`src/rtl/fp16_pkg.sv`:
```
// Shared fp16 format constants and pipeline payload types for the relaxed add/sub datapath.
// FP16_RADDSUB_ROUND_EN adds guard/sticky fields to the normalized payload for round-to-nearest-even.
package fp16_pkg;

    localparam int unsigned FP16_W        = 16;
    localparam int unsigned FP16_EXP_W    = 5;
    localparam int unsigned FP16_FRAC_W   = 10;
    localparam int unsigned FP16_EXP_BIAS = 15;
    localparam int unsigned FP16_EXP_MAX  = 31;
    localparam int unsigned RAW_MANT_W    = 21;
    localparam int unsigned LZC_W         = 5;
    localparam int unsigned KEPT_W        = FP16_FRAC_W + 1;
    localparam int unsigned LOST_W        = RAW_MANT_W - KEPT_W;

    localparam logic [FP16_W-1:0] FP16_POS_INF = 16'h7C00;

    typedef struct packed {
        logic                  sign;
        logic [FP16_EXP_W-1:0] exp;
        logic [RAW_MANT_W-1:0] mant;
    } fp16_raw_t;

    // Normalized beat held between the shift stage and the round/pack stage.
    typedef struct packed {
        logic                  sign;
        logic [FP16_EXP_W-1:0] ex;
        logic [KEPT_W-1:0]     kept;
`ifdef FP16_RADDSUB_ROUND_EN
        logic                  guard;
        logic                  sticky;
`endif
    } fp16_norm_t;

endpackage

```
`src/rtl/fp16_lzc21.sv`:
```
// Combinational leading-zero counter for the 21-bit raw magnitude; all-zero input returns 21.
module fp16_lzc21
    import fp16_pkg::*;
(
    input  logic [RAW_MANT_W-1:0] value,
    output logic [LZC_W-1:0]      count
);

    // Scan upward so the highest set bit determines the final count.
    always_comb begin
        count = LZC_W'(RAW_MANT_W);
        for (int i = 0; i < int'(RAW_MANT_W); i++) begin
            if (value[i]) begin
                count = LZC_W'(int'(RAW_MANT_W) - 1 - i);
            end
        end
    end

endmodule

```
`src/rtl/fp16_raddsub_norm.sv`:
```
// Normalize/round/pack back end of the fp16 add/sub pipe: 2-stage elastic valid/ready pipeline.
// Build option FP16_RADDSUB_ROUND_EN selects round-to-nearest-even; otherwise the result is truncated.
module fp16_raddsub_norm
    import fp16_pkg::*;
(
    input  logic                  clk,
    input  logic                  rst,
    input  logic                  in_valid,
    output logic                  in_ready,
    input  logic                  in_sign,
    input  logic [FP16_EXP_W-1:0] in_exp,
    input  logic [RAW_MANT_W-1:0] in_mant,
    output logic                  out_valid,
    input  logic                  out_ready,
    output logic [FP16_W-1:0]     out_data
);

    localparam int unsigned SUM_W  = KEPT_W + 1;
    localparam int unsigned EXPC_W = FP16_EXP_W + 1;

    fp16_raw_t             raw_c;
    fp16_norm_t            norm_c;
    fp16_norm_t            s1_q;
    logic                  s1_v;
    logic [LZC_W-1:0]      lz_c;
    logic [FP16_EXP_W-1:0] e_c;
    logic [FP16_EXP_W-1:0] sh_lim_c;
    logic [FP16_EXP_W-1:0] sh_c;
    logic                  rnd_c;
    logic [SUM_W-1:0]      sum_c;
    logic [EXPC_W-1:0]     ex_c;
    logic [FP16_W-1:0]     pack_c;
    logic                  s2_adv_c;
    logic                  accept_c;
`ifdef FP16_RADDSUB_ROUND_EN
    logic [LOST_W-1:0]     lost_c;
`endif

    assign raw_c = '{sign: in_sign, exp: in_exp, mant: in_mant};

    fp16_lzc21 u_lzc (
        .value (raw_c.mant),
        .count (lz_c)
    );

    // Stage 1: shift out leading zeros, but never below the subnormal scale (exponent 1).
    always_comb begin
        norm_c   = '0;
        e_c      = (raw_c.exp == '0) ? FP16_EXP_W'(1) : raw_c.exp;
        sh_lim_c = e_c - FP16_EXP_W'(1);
        sh_c     = (FP16_EXP_W'(lz_c) < sh_lim_c) ? FP16_EXP_W'(lz_c) : sh_lim_c;
        // Cancellation to zero always yields +0.
        norm_c.sign = raw_c.sign & (|raw_c.mant);
        norm_c.kept = KEPT_W'(RAW_MANT_W'(raw_c.mant << sh_c) >> LOST_W);
`ifdef FP16_RADDSUB_ROUND_EN
        lost_c        = LOST_W'(raw_c.mant << sh_c);
        norm_c.guard  = lost_c[LOST_W-1];
        norm_c.sticky = |lost_c[LOST_W-2:0];
`endif
        norm_c.ex = norm_c.kept[KEPT_W-1] ? (e_c - sh_c) : '0;
    end

    // Stage 2: round, fix up carry-out / subnormal promotion, saturate to infinity, pack.
    always_comb begin
`ifdef FP16_RADDSUB_ROUND_EN
        rnd_c = s1_q.guard & (s1_q.sticky | s1_q.kept[0]);
`else
        rnd_c = 1'b0;
`endif
        sum_c = {1'b0, s1_q.kept} + SUM_W'(rnd_c);
        ex_c  = {1'b0, s1_q.ex};
        if (sum_c[KEPT_W]) begin
            ex_c = ex_c + EXPC_W'(1);
        end else if ((s1_q.ex == '0) && sum_c[KEPT_W-1]) begin
            ex_c = EXPC_W'(1);
        end
        if (ex_c >= EXPC_W'(FP16_EXP_MAX)) begin
            pack_c = {s1_q.sign, FP16_POS_INF[FP16_W-2:0]};
        end else begin
            pack_c = {s1_q.sign, ex_c[FP16_EXP_W-1:0], sum_c[FP16_FRAC_W-1:0]};
        end
    end

    assign s2_adv_c = ~out_valid | out_ready;
    assign in_ready = ~rst & (~s1_v | s2_adv_c);
    assign accept_c = in_valid & in_ready;

    // Pipe registers: S1 refills on accept, output stage advances whenever it is empty or draining.
    always_ff @(posedge clk) begin
        if (rst) begin
            s1_v      <= 1'b0;
            s1_q      <= '0;
            out_valid <= 1'b0;
            out_data  <= '0;
        end else begin
            if (accept_c) begin
                s1_v <= 1'b1;
                s1_q <= norm_c;
            end else if (s2_adv_c) begin
                s1_v <= 1'b0;
            end
            if (s2_adv_c) begin
                out_valid <= s1_v;
                if (s1_v) begin
                    out_data <= pack_c;
                end
            end
        end
    end

endmodule

```
`config.mk`:
```
export PLATFORM = sky130hd
export DESIGN_NAME = fp16_raddsub_norm
export DESIGN_NICKNAME = d
export VERILOG_FILES = /design/src/rtl/fp16_pkg.sv /design/src/rtl/fp16_lzc21.sv /design/src/rtl/fp16_raddsub_norm.sv
export SDC_FILE = /design/constraint.sdc
export NUM_CORES = 1
export LEC_CHECK = 0
export BUFFER_PORTS_ARGS = -buffer_cell sky130_fd_sc_hd__buf_2
export CAP_MARGIN = 20
export CORE_MARGIN = 5
export CORE_UTILIZATION = 26
export CTS_CLUSTER_DIAMETER = 80
export DETAILED_ROUTE_END_ITERATION = 16
export HOLD_SLACK_MARGIN = 0.03
export PLACE_DENSITY_LB_ADDON = 0.15
export REMOVE_ABC_BUFFERS = 1
export SYNTH_ARGS = -nofsm -noshare
export SYNTH_HDL_FRONTEND = slang
export SYNTH_SLANG_ARGS = --single-unit
export TNS_END_PERCENT = 1
```
`constraint.sdc`:
```
create_clock -name clk -period 5.4 [get_ports clk]
set_input_delay 0.54 -clock clk [delete_from_list [all_inputs] [get_ports clk]]
set_output_delay 0.54 -clock clk [all_outputs]
set_load 0.1 [all_outputs]
```
==> summary.md, run 1 <==
| Metric | Value |
|---|---|
| GRT Overall Usage | 0.134 |
| CP endpoint kind | register |
| Clk pwr share | 0.252 |
| Antenna diode count | 0 |
| RSZ-0062 raised after global routing | false |
| Worst setup margin | 0.796 ns |
| Netlist cell types | 60 |
| Post-synth EDFFs | 0 |
| Final core occ | 0.310 |
| Main synth FF type | dfxtp_1 |
| Worst path required time | 5.58 ns |
| Mux contribution to synthesized area | 0.181 |
| Dpl ws | 0.501 ns |
| Fmax | 0.217 GHz |
| Area grow syn2layout | 16.0% |
| Xor/xnor share of the synthesized area | 0.0189 |
| Post-CTS sizing | 0 |
| Critical path fanouts, max | 6 |
| P_sw | 0.273 mW |
| Pwr Density | 231 nW/um^2 |
| Syn Std Cell Area | 2780 um^2 |
| P_leak | 1.33 nW |
| CTS tree | yes |
| Crit path time final | 4.60 ns |
| Total power | 0.745 mW |
| First DRT Iteration DRCs | 214 |
| Wire per inst | 16.2 um |
| Fill cell count | 1,163 |
| Adder-cell share of the synthesized area | 0.0505 |
| Global-route wire length before repair | 14,200 um |
| Crit Path Class | input port to register |
| Core area | 10,400 um^2 |
| Clk sinks | 35 |
| Slew HR | 0.366 |
| DRC viols | 0 |
| Synth Instances | 346 |
| Clk pin slew, worst setup/hold paths | 0.07 ns |
| Comb power frac | 0.360 |
| Die Area | 12,800 um^2 |
| Post-synthesis simple-gate area fraction | 0.187 |
| Number of setup buffers added after CTS | 0 |
| Crit share post-route | 0.853 |
| Register area share after synthesis | 0.252 |
| Num rows | 37 |
| Status | complete, no violations |
| Antenna violations before repair | 0 |
| Routed vias/inst | 5.13 |
| Post-route ant nets | 0 |
| Slew @ Worst Pin | 0.946 ns |
| Skew final | 0.00201 ns |
| Post-DP HPWL | 6580 um |
| Synth warnings | 0 |
| Clk buf depth | 2 |
| Share of cells above drive strength 1 | 0.192 |
| Maxcap violations | 0 |
| Multi-input logic area | 1920 um^2 |
| DR top layer | met4 |
| Sequential cell area | 701 um^2 |
| DRT Wirelength | 8450 um |
| Final setup fails | 0 |
| Die Ht | 113 um |
| Top-Level Pins | 49 |
| DR WL met3 | 390 um |
| CP Launch Type | input port |
| Initial Utilization | 0.268 |
| Critical Path AT | 4.78 ns |
| Final Slew Violations | 0 |
| HP Class | register to register |
| Root Driver | clkbuf_8 |
| Nets | 425 |
| TNS Setup | 0 ns |
| Internal power | 0.472 mW |
| Global placer's final weighted congestion | 0.789 |
| Num CTS Buffers | 5 |
| H-tree levels | 2 |
| Port buffer count | 48 |
| Synth Area in Compound Gates | 0.256 |
| FFs w/ async S/R, synth | 0 |
| Largest net degree at the start of global routing | 30 |
| VDD IR max | 0.104 mV |
| DRT met1 WL | 4380 um |
| Main combinational cell family by area after synthesis | compound AO/OA/AOI/OAI gates |
| WL met2 | 3590 um |
| Hold bufs inserted after CTS | 0 |
| Vias in the first global route | 2,694 |
| Die W | 113 um |
| Yosys reg bits | 35 |
| Clock Latency Late Sink | 0.28 ns |
| Synthesized area per cell | 8.02 um^2 |
| DRT Pass-1 Iters | 4 |
| Final Hold Viols | 0 |
| Switching share of power | 0.367 |
| Gr ovfl total | 0 |
| Register-to-register setup slack | 2.65 ns |
| Vias post-DR | 2,671 |
| Hold slack | 0.451 ns |
| Seq pwr share | 0.389 |
-- cells in the mapped netlist, types with 4 or more instances --
library cell / n / area share
mux2i_1: 43 / 0.16
nand2_1: 38 / 0.051
dfxtp_1: 35 / 0.25
nor2_1: 33 / 0.045
a21oi_1: 25 / 0.045
a22oi_1: 22 / 0.059
clkbuf_1: 14 / 0.019
inv_1: 13 / 0.018
nor3_1: 10 / 0.018
ha_1: 8 / 0.036
nor2b_1: 8 / 0.018
nor4_1: 7 / 0.016
o21ai_0: 7 / 0.013
o211ai_1: 6 / 0.016
buf_2: 5 / 0.0090
a311oi_1: 4 / 0.013
a31oi_1: 4 / 0.0090
-- final timing paths --
path                     start      endpoint  depth (start not counted)
setup / recovery    in_mant[4]      s1_q[15]                         18
hold / removal    out_data[15]  out_data[15]                          2
setup reg to reg     out_valid      s1_q[15]                          7
hold reg to reg   out_data[15]  out_data[15]                          2
-- flip-flops by register name, indices dropped and copies added, names as in the netlist --
signal and count:
s1_q 17, out_data 16, out_valid 1, s1_v 1
-- power groups by stage --
stage	Clock [mW]	Sequential (mW)	Combinational, mW
after floorplan	0	0.325	0.155
after global placement	0	0.295	0.268
after detailed placement	0	0.296	0.267
after CTS	0.195	0.290	0.268
after global routing	0.205	0.292	0.296
final	0.188	0.290	0.268
-- layout make-up --
type | instances | share of cell area
Sequential cell | 35 | 0.218
Multi-Input combinational cell | 275 | 0.598
Clock buffer | 6 | 0.0257
Tap cell | 136 | 0.0529
Inverter | 15 | 0.0183
Timing Repair Buffer | 53 | 0.0863
Clock inverter | 1 | 0.00155
-- stage by stage --
step,cells,area (um^2)
2_1_floorplan,325,2680
3_3_place_gp,514,3130
3_5_place_dp,514,3130
4_1_cts,521,3220
5_1_grt,521,3220
6_report,521,3220
-- worst max-delay path: stages --
cell and delay [ns]:
buf_2 0.15, or4_1 0.55, nand2_1 0.09, nand2_1 0.05, a21oi_1 0.32, ha_1 0.31, a211o_1 0.25, a21oi_1 0.35
a21oi_1 0.15, a211o_1 0.28, clkinv_1 0.13, ha_1 0.17, inv_1 0.07, fa_1 0.40, maj3_1 0.35, a21oi_1 0.20
nor2_1 0.09, a2111oi_2 0.32
-- layer usage --
metal,vias up,GRT usage
li1,1368,-
met1,1225,0.196
met2,72,0.205
met3,6,0.0198
met4,0,0.0329
met5,-,0
-- logic make-up after synthesis --
logic type	after synthesis
buffers and inverters	36
muxes	48
AOI/OAI and AO/OA	97
DFF	35
xor gates and xnor gates	6
adders and majority gates	11
and+or+nand+nor	113
-- cells in the final DEF, fill, tap and decap left out, drive strengths merged, types with 3 or more instances in the layout --
cell type,Yosys,routed
a21o,3,3
a21oi,26,26
a221oi,3,3
a22oi,22,22
a311oi,4,4
a31oi,4,4
buf,7,53
clkbuf,14,6
dfxtp,35,35
ha,8,8
inv,14,14
mux2,4,4
mux2i,44,44
nand2,38,38
nand3,3,3
nor2,33,33
nor2b,8,8
nor3,10,10
nor4,7,7
o211ai,6,6
o21a,3,3
o21ai,7,7
xnor2,3,3
xor2,3,3
Note: power is estimated with default switching activity, not from simulation.
==> run 2, diff against run 1 <==
Clock period 5.4 ns to 5 ns, I/O delays scaled along.
==> run 2 against run 1 <==
Net effect: clock skew up 0.0065 ns; die area unchanged; flip-flop and latch count unchanged; cell area up 0.97%; first-iteration DRC count down 28%; hold slack better by 0.00070 ns; total power up 7.0%; sequential power up 7.9%; largest power group unchanged; register-to-register slack worse by 0.36 ns.
==> summary.md, run 2 (synthesis results as in run 1) <==
| Metric | Value |
|---|---|
| Hold bufs inserted after CTS | 0 (unchanged) |
| Crit share post-route | 0.915 |
| First DRT Iteration DRCs | 154 (-28%) |
| Antenna diode count | 0 (unchanged) |
| Vias in the first global route | 2,592 (-3.8%) |
| Hold slack | 0.452 ns (+0.000701 ns) |
| Global placer's final weighted congestion | 0.810 (+2.7%) |
| Critical path fanouts, max | 23 (+17) |
| Vias post-DR | 2,707 (+1.3%) |
| CTS tree | yes |
| Most frequent cells in the layout | 48 x buf_2, 43 x mux2i_1, 38 x nand2_1, 35 x dfxtp_1, 33 x nor2_1 |
| Clk pin slew, worst setup/hold paths | 0.07 ns (about the same) |
| DRT Pass-1 Iters | 4 (unchanged) |
| Most common cell after layout, fill and taps aside | buf_2 |
| Crit path buf inv count | 4 (+1) |
| Gr ovfl total | 0 (unchanged) |
| Crit path cell chain | buf_2, nor2_1, a21oi_1, ha_1, xor2_1, inv_1, ha_1, nand4_1, nor4_1, o31ai_1, o221ai_4, mux2i_4, buf_4, mux2i_1, mux2i_1, a221oi_2, buf_4, a311oi_1 |
| Share of cells above drive strength 1 | 0.199 (+0.00728) |
| DRC viols | 0 (unchanged) |
| Num CTS Buffers | 5 (unchanged) |
| Final setup fails | 0 (unchanged) |
| DRT Wirelength | 8250 um (-2.3%) |
| Pwr Density | 245 nW/um^2 (+5.9%) |
| CP Launch Type | input port |
| Dpl ws | 0.129 ns (-0.373 ns) |
| Die Area | 12,800 um^2 (unchanged) |
| Largest registers | s1_q: 17 flops, out_data: 16 flops |
| Routed vias/inst | 5.14 (+0.19%) |
| Nets | 430 (+1.2%) |
| Biggest register | s1_q |
| Max reg flops | 17 (unchanged) |
| Skew final | 0.00852 ns (+0.00650 ns) |
| Worst stage delay on the critical path | 0.37 ns (-0.18 ns) |
| VDD IR max | 0.113 mV (+9.0%) |
| Post-DP HPWL | 6540 um (-0.69%) |
| Crit. Startpoint | in_exp[2] |
| CP endpoint kind | register |
| Top-Level Pins | 49 (unchanged) |
| Maxcap violations | 0 (unchanged) |
| Hold Crit Start | out_data[15] |
| Clk buf depth | 2 (unchanged) |
| Slew HR | 0.384 (+0.0176) |
| P_leak | 1.35 nW (+1.5%) |
| Die W | 113 um (unchanged) |
| Initial Utilization | 0.268 (unchanged) |
| Crit path time final | 4.58 ns |
| Clk sinks | 35 (unchanged) |
| Number of setup buffers added after CTS | 0 (unchanged) |
| Port buffer count | 48 (unchanged) |
| RSZ-0062 raised after global routing | false |
| Worst R2R Start | out_valid |
| Post-CTS sizing | 0 (unchanged) |
| Largest net degree at the start of global routing | 30 (unchanged) |
| Final Slew Violations | 0 (unchanged) |
| Status | complete, no violations |
| Clock Latency Late Sink | 0.28 ns (about the same) |
| TNS Setup | 0 ns (unchanged) |
| Post-route ant nets | 0 (unchanged) |
| Num rows | 37 (unchanged) |
| Slew @ Worst Pin | 0.920 ns (-0.0263 ns) |
| Core area | 10,400 um^2 (unchanged) |
| Root Driver | clkbuf_8 |
| Worst path required time | 5.13 ns (-0.45 ns) |
| Wire per inst | 15.7 um (-3.4%) |
| Antenna violations before repair | 0 (unchanged) |
| Global-route wire length before repair | 13,700 um (-3.5%) |
| Worst setup margin | 0.424 ns (-0.372 ns) |
| Die Ht | 113 um (unchanged) |
| Fill cell count | 1,141 (-1.9%) |
| GRT Overall Usage | 0.129 (-0.00500) |
| Critical Path AT | 4.71 ns (-0.07 ns) |
| HP Class | register to register |
| Final core occ | 0.313 (+0.00302) |
| Area grow syn2layout | 17.1% |
| CP delay by family, top | compound AO/OA/AOI/OAI gates |
| Crit Path Class | input port to register |
| Final Hold Viols | 0 (unchanged) |
| Fmax | 0.219 GHz |
| H-tree levels | 2 (unchanged) |
| Slowest-stage cell, CP | o221ai_4 |
run 2: final timing paths:
check                 endpoint  slack, ns  cells past startpoint
hold / removal    out_data[15]       0.45                      2
setup / recovery      s1_q[14]       0.42                     18
setup reg to reg      s1_q[15]       2.29                      8
hold reg to reg   out_data[15]       0.45                      2
run 2: layer usage:
metal,global-route usage,share of wire
met1,0.192,0.52
met4,0.0288,0.0086
met5,0,0
met3,0.0166,0.038
met2,0.197,0.44
run 2: metrics by stage:
| stage | instance area [um^2] | power [mW] | std cells |
|---|---|---|---|
| after detailed placement | 3170 | 0.611 | 519 |
| after CTS | 3250 | 0.809 | 527 |
| after global routing | 3250 | 0.848 | 527 |
| after floorplan | 2680 | 0.519 | 325 |
| after global placement | 3170 | 0.611 | 519 |
| final | 3250 | 0.797 | 527 |
run 2: power by group:
part	leakage (nW)	internal, mW	total (mW)	switching (mW)
clock network	0.0422	0.0977	0.192	0.0946
logic	1.02	0.104	0.292	0.188
registers	0.286	0.300	0.313	0.0133
total	1.35	0.501	0.797	0.296
run 2: cell type report:
class,count,area [um^2],area share
inverters,15,58.8,0.0181
flip-flops and latches,35,701,0.216
well taps,136,170,0.0523
clock inverters,1,5.00,0.00154
multi-input cells,275,1920,0.592
clock buffers,7,76.3,0.0235
repair buffers,58,315,0.0970
run 2: worst min-delay path: cells and delay by family (launching register included):
| family | cells | cell delay, ns |
|---|---|---|
| AOI/OAI and AO/OA | 1 | 0.05 |
| and+or+nand+nor | 1 | 0.05 |
| DFF | 1 | 0.31 |
